**src/rtl/periph_bus_responder.sv**
```systemverilog
// Memory-mapped peripheral responder: fixed-latency handshake with a small register
// file (scratch, free-running cycle counter, timer compare, sticky match status).
module periph_bus_responder #(
    parameter logic [63:0] PERIPHERAL_BASE = 64'h2000_0000,
    parameter int unsigned LATENCY         = 2
) (
    input  logic        clock,
    input  logic        reset,
    input  logic        d_valid,
    input  logic [63:0] addr,
    input  logic        mem_read,
    input  logic        mem_write,
    input  logic [63:0] wdata,
    output logic        d_ready,
    output logic [63:0] rdata,
    output logic        bus_err,
    output logic        irq
);
    typedef enum logic [1:0] {IDLE, WAIT, RESP} state_t;

    localparam logic [3:0] CNT_LOAD = 4'(LATENCY - 1);

    state_t      r_state, w_state_nxt;
    logic [3:0]  r_cnt, w_cnt_nxt;
    logic [63:0] r_scratch, r_cycle, r_cmp;
    logic        r_status;

    logic [63:0] w_off, w_regval;
    logic        w_hit, w_rsp, w_we;

    always_ff @(posedge clock) begin
        if (reset) begin
            r_state <= IDLE;
            r_cnt   <= '0;
        end else begin
            r_state <= w_state_nxt;
            r_cnt   <= w_cnt_nxt;
        end
    end

    always_comb begin
        w_state_nxt = r_state;
        w_cnt_nxt   = r_cnt;
        case (r_state)
            IDLE: begin
                if (d_valid) begin
                    if (LATENCY == 1) begin
                        w_state_nxt = RESP;
                    end else begin
                        w_state_nxt = WAIT;
                        w_cnt_nxt   = CNT_LOAD;
                    end
                end
            end
            WAIT: begin
                // A dropped d_valid is a flush from the core: abandon the access.
                if (!d_valid) begin
                    w_state_nxt = IDLE;
                    w_cnt_nxt   = '0;
                end else begin
                    w_cnt_nxt = r_cnt - 4'd1;
                    if (r_cnt == 4'd1) w_state_nxt = RESP;
                end
            end
            RESP:    w_state_nxt = IDLE;
            default: w_state_nxt = IDLE;
        endcase
    end

    assign w_off = addr - PERIPHERAL_BASE;
    assign w_hit = (addr >= PERIPHERAL_BASE) && (w_off < 64'h20) && (w_off[2:0] == 3'b000);
    assign w_rsp = (r_state == RESP) && d_valid;
    assign w_we  = w_rsp && w_hit && mem_write;

    always_comb begin
        w_regval = '0;
        case (w_off[4:3])
            2'd0: w_regval = r_scratch;
            2'd1: w_regval = r_cycle;
            2'd2: w_regval = r_cmp;
            2'd3: w_regval = {63'b0, r_status};
            default: w_regval = '0;
        endcase
    end

    assign d_ready = w_rsp;
    assign bus_err = w_rsp && !w_hit;
    assign rdata   = (w_rsp && w_hit && mem_read) ? w_regval : 64'b0;
    assign irq     = r_status;

    always_ff @(posedge clock) begin
        if (reset) begin
            r_scratch <= '0;
            r_cycle   <= '0;
            r_cmp     <= '1;
            r_status  <= 1'b0;
        end else begin
            r_cycle <= r_cycle + 64'd1;
            if (w_we && w_off[4:3] == 2'd0) r_scratch <= wdata;
            if (w_we && w_off[4:3] == 2'd2) r_cmp <= wdata;
            // A match in the same cycle as a W1C commit keeps the flag set.
            if (r_cycle == r_cmp)
                r_status <= 1'b1;
            else if (w_we && w_off[4:3] == 2'd3 && wdata[0])
                r_status <= 1'b0;
        end
    end
endmodule
```
**config.mk**
```make
export PLATFORM = sky130hd
export DESIGN_NAME = periph_bus_responder
export DESIGN_NICKNAME = d
export VERILOG_FILES = /design/src/rtl/periph_bus_responder.sv
export SDC_FILE = /design/constraint.sdc
export NUM_CORES = 1
export LEC_CHECK = 0
export CAP_MARGIN = 20
export CELL_PAD_IN_SITES_DETAIL_PLACEMENT = 1
export CELL_PAD_IN_SITES_GLOBAL_PLACEMENT = 1
export CORE_ASPECT_RATIO = 1.75
export CORE_MARGIN = 1.5
export CORE_UTILIZATION = 30
export DETAILED_ROUTE_END_ITERATION = 6
export GPL_ROUTABILITY_DRIVEN = 0
export PLACE_DENSITY = 0.68
export SLEW_MARGIN = 10
export SYNTH_ARGS = -nofsm -noshare
export SYNTH_HDL_FRONTEND = slang
export SYNTH_SLANG_ARGS = --single-unit
```
**constraint.sdc**
```tcl
create_clock -name clock -period 3.6 [get_ports clock]
set_input_delay 0.36 -clock clock [delete_from_list [all_inputs] [get_ports clock]]
set_output_delay 0.36 -clock clock [all_outputs]
set_load 0.005 [all_outputs]
```
---- After elaboration in Yosys (flattened, before gate mapping) ----
Index checks and enable logic that the tools add are counted.
W data, S select, Z words.
word-level totals
  bits in registers ....................... 199
  input bits .............................. 133
  word-level logic and storage cells ...... 50
operators by class
  add/sub/neg operators ................... 3
  magnitude comparators ................... 2
  equal/unequal tests ..................... 9
  muxes and demuxes ....................... 11
  reductions and logical operators ........ 19
operator list
  cell                      number
  $pmux W64 S4              1
  $add A64 B1 Y64 const B   1
  $eq A64 B64 Y1            1
  $ge A64 B30 Y1 const B    1
  $lt A64 B6 Y1 const B     1
  $mux W64                  1
  $sub A64 B30 Y64 const B  1
  $logic_and A1 B1 Y1       11
  $mux W4                   2
  $pmux W4 S2               1
  $eq A2 B2 Y1 const B      3
  $mux W2                   3
  $eq A2 B1 Y1 const B      2
  $eq A4 B1 Y1 const B      1
  $logic_not A2 Y1          2
  $pmux W2 S2               1
  $reduce_and A2 Y1         2
  $reduce_bool A2 Y1        2
  $sub A4 B1 Y4 const B     1
  $logic_not A3 Y1          1
  $ne A3 B3 Y1 const B      1
  $mux W1                   2
  $ne A2 B2 Y1 const B      1
  $logic_not A1 Y1          1

---- Longest topological paths before layout ----
  word-level depth ........................ 10
  mapped depth ............................ 12
  mapped depth without buffers ............ 9

---- Worst setup path after synthesis ----
No wires, ideal clock.
  path type ............................... input-to-output
  from .................................... in addr[29]
  to ...................................... out bus_err
  arrival time ............................ 2,419 ps
  required time ........................... 3,240 ps
  path slack .............................. 821 ps
  stages .................................. 11
  buffers on the path ..................... 3
  cells stage by stage .................... inv_1 -> ha_1 -> buf_1 -> nand4_1 -> nor4_1 -> xnor2_1 -> nor3b_2 -> clkbuf_1 -> buf_2 -> nand3_1 -> and2_1
between the ends
  longest elaborated chain between the ends .. 6
  elaborated cells on any way between the ends .. 7
  those cells by class .................... add/sub (1); order compare (2); reduce/logical (4)
RTL lines
  element                               line  RTL
  start: declaration                    10    input logic [63:0] addr,
  $sub A64 B30 Y64                      70    assign w_off = addr - PERIPHERAL_BASE;
  $lt A64 B6 Y1                         71    assign w_hit = (addr >= PERIPHERAL_BASE) && (w_off < 64'h20) && (w_off[2:0] == 3'b000);
  $logic_and A1 B1 Y1 (*) (2 in a row)  71
  $logic_not A1 Y1 (*)                  87    assign bus_err = w_rsp && !w_hit;
  $logic_and A1 B1 Y1 (*)               87
  end: declaration                      16    output logic bus_err,
Mark *: on every way between the ends. The rest lies on a longest branch, timed or not.

---- Worst setup path in the final report ----
  from .................................... in addr[53]
  to ...................................... out rdata[35]
between the ends
  longest elaborated chain between the ends .. 7
  elaborated cells on any way between the ends .. 8
  those cells by class .................... add/sub (1); order compare (2); mux (1); reduce/logical (4)
RTL lines
  element                               line  RTL
  $sub A64 B30 Y64                      70
  $lt A64 B6 Y1                         71
  $logic_and A1 B1 Y1 (*) (2 in a row)  71
  $logic_and A1 B1 Y1 (*) (2 in a row)  88    assign rdata = (w_rsp && w_hit && mem_read) ? w_regval : 64'b0;
  $mux W64 (*)                          88
  end: declaration                      15    output logic [63:0] rdata,
Marks and branches as above.

==> results.tsv <==
metric	value	unit
status	completed	
io_pins	200	
async_flop_share	0	
cp_num_buf_inv	7	
die-width	151	um
crit_fanout	11	
grt_first_pass_wirelength	76400	um
clock_path_buffers	2	
synthMuxAreaShare	0.0584	
post-synth-top-area-cell	dfxtp_1	
grt_max_degree	129	
holdPathStages	2	
place_ws	-346	ps
cts_max_level	4	
critical_path.top_delay_family	buffers and inverters	
cts_root_buffer	clkbuf_16	
die_h	263	um
p_total	4.67	mW
route.detailed.drc	0	
reg2reg_to	r_cycle[60]	
reg2reg_from	r_cycle[0]	
cts.sinks	199	
min_to	r_scratch[10]	
drt-initial-drc-count	790	
cts_made_buffers	17	
synth-simple-area-share	0.259	
holdWs	471	ps
setup_violations	0	
finalCritPeriodShare	0.995	
ys_warn_count	0	
clk_latency	470	ps
max_clock_freq	279	MHz
cp-end-kind	output port	
core	0.0382	mm^2
max-vdd-ir-drop	253	uV
arrival	3220	ps
start_util	0.303	
synth-adder-area-share	0.00433	
synth_top_family_by_area	simple AND/OR/NAND/NOR gates	
synthesis.nets	1609	
leakage	5.41	nW
via_count	12600	
cpPeakStageDelay	510	ps
postSynthCellCount	1472	
place_inst	2089	
clk_pin_slew	70	ps
r2r_setup_slack	590	ps
track_usage	0.251	
routedWlPerCell	23.5	um
overflow	0	
cts_tree	yes	
cp_slowest_cell	clkdlybuf4s50_1	
fin_util	0.400	
synthesis.area	0.0116	mm^2
yosys_most_used_dff	dfxtp_1	
grt_pass1_vias	12900	
syn_to_final_growth	31.8	%
critPathKind	in2out	
io_buffer_count	199	
yosys.area_share.xor_xnor	0.0871	
hp-class	reg2reg	
synth_compound_area_frac	0.185	
worstPathRequired	3240	ps
diodes	0	
synth_area_leaders	dfxtp_1, nor2_1, a21oi_1	
dp_hpwl	33400	um
via_per_inst	5.89	
row_count	95	
synth_seq_cells	199	
finalHoldViolCount	0	
clock_skew	13.4	ps
syn_avg_cell_area	7.86	um^2
drtPass1Iterations	5	
ant_nets	0	
cts_hold_buf	0	
synth-edff-count	0	
synth_common_cells	nor2_1, dfxtp_1, a21oi_1, nand4_1, nor4_1	
start_kind	primary input	
power_density	306	mW/mm^2
max-slew-margin-rel	0.369	
ys_types	57	
yosysTopAreaCellShare	0.344	
drv_cap	0	
period_minus_slack	3580	ps
worstPathCellList	clkdlybuf4s50_1 > nor4_2 > nand4_1 > buf_4 > o31ai_4 > nand2_2 > nor4_4 > nand4_1 > buf_6 > buf_12 > buf_12 > buf_16 > nor2_1 > dlygate4sd2_1	
die_area	0.0398	mm^2
tightest_slew	940	ps
instances_no_fill	2133	
drt_wl_total	50200	um
r2r_cells	7	
slew_viol_final	0	
crit_start	addr[53]	
yosysMostFrequentCell	nor2_1	
nets	1772	
drive_gt1_frac	0.127	
setup_ws	16.2	ps
antenna_found_initial	2	
ys_seq_area_frac	0.344	
hp-start	r_scratch[10]	
per-stage QoR:
stage	area, um^2	setup TNS [ps]
floorplan	11600	0
global placement	14300	-10470
detailed placement	14300	-19180
CTS	15000	-1520
global route	15200	-1340
finish	15200	0
cell families (layout without fill, tap and decap cells):
family,Yosys count,count (layout)
AO/OA/AOI/OAI,370,370
XOR/XNOR,115,115
adder cells (fa/ha/maj),4,4
buffers and inverters,164,340
flip-flops,199,199
multiplexers,66,66
AND/OR/NAND/NOR,554,554
cell type report:
| cell class | instances | area [um^2] |
|---|---|---|
| clock buffer | 19 | 443 |
| tap | 485 | 607 |
| clock inverter | 13 | 138 |
| inverter | 14 | 52.6 |
| sequential | 199 | 3980 |
| timing repair buffer | 294 | 2880 |
| multi-input combinational | 1109 | 7140 |
| fill | 4539 | 22900 |
what timing repair did:
action / 4_1_cts / 5_1_grt
endpoints found under the setup margin: 65 / 65
cloned: 2 / 0
pin swaps: 6 / 20
resized for setup: 78 / 92
buffers inserted: 5 / 5
per-layer routing:
metal | part of all wire | vias up | GRT usage
met3 | 0.044 | 113 | 0.0384
met1 | 0.38 | 6294 | 0.278
met2 | 0.52 | 382 | 0.447
met5 | 0.00064 | - | 0
met4 | 0.052 | 4 | 0.136
li1 | - | 5768 | -
power breakdown:
group / switching [mW] / internal (mW)
combinational: 0.251 / 0.232
sequential: 0.00873 / 2.20
clock: 0.976 / 0.996
sequential cells by signal, summed over array words and instances (netlist names):
signal / cells
r_scratch: 64
r_state: 2
r_cnt: 4
irq: 1
r_cycle: 64
r_cmp: 64
worst max-delay path by stage:
stage                      to  cells past startpoint
floorplan             bus_err                     11
global placement    rdata[62]                     12
detailed placement  rdata[60]                     12
CTS                 rdata[31]                     13
global route         rdata[4]                     14
finish              rdata[35]                     14
worst reg2reg max path: cells and delay by family (launching register included):
kind | cells | cell delay (ps)
AOI/OAI and AO/OA | 1 | 130
adders and majority gates | 1 | 260
DFF | 1 | 470
and+or+nand+nor | 5 | 2080
cell usage in the layout (no fill, tap or decap), drive strengths merged, types with 3 or more instances in the layout:
cell / instances
nor3: 17
nor4: 99
mux2i: 63
and3: 6
or3: 16
nand3: 37
or4: 4
o31ai: 68
buf: 99
nand2: 29
dlygate4sd2: 36
xor2: 48
ha: 4
clkbuf: 34
and4: 10
a31oi: 66
xnor2: 67
nor4b: 4
nor2: 201
and2: 7
nor2b: 6
dfxtp: 199
dlymetal6s2s: 25
inv: 19
clkinv: 5
or2: 3
o21ai: 79
nand4: 103
nor3b: 3
clkdlybuf4s50: 117
a21oi: 145
No activity file was read; power rests on OpenSTA's default activity.
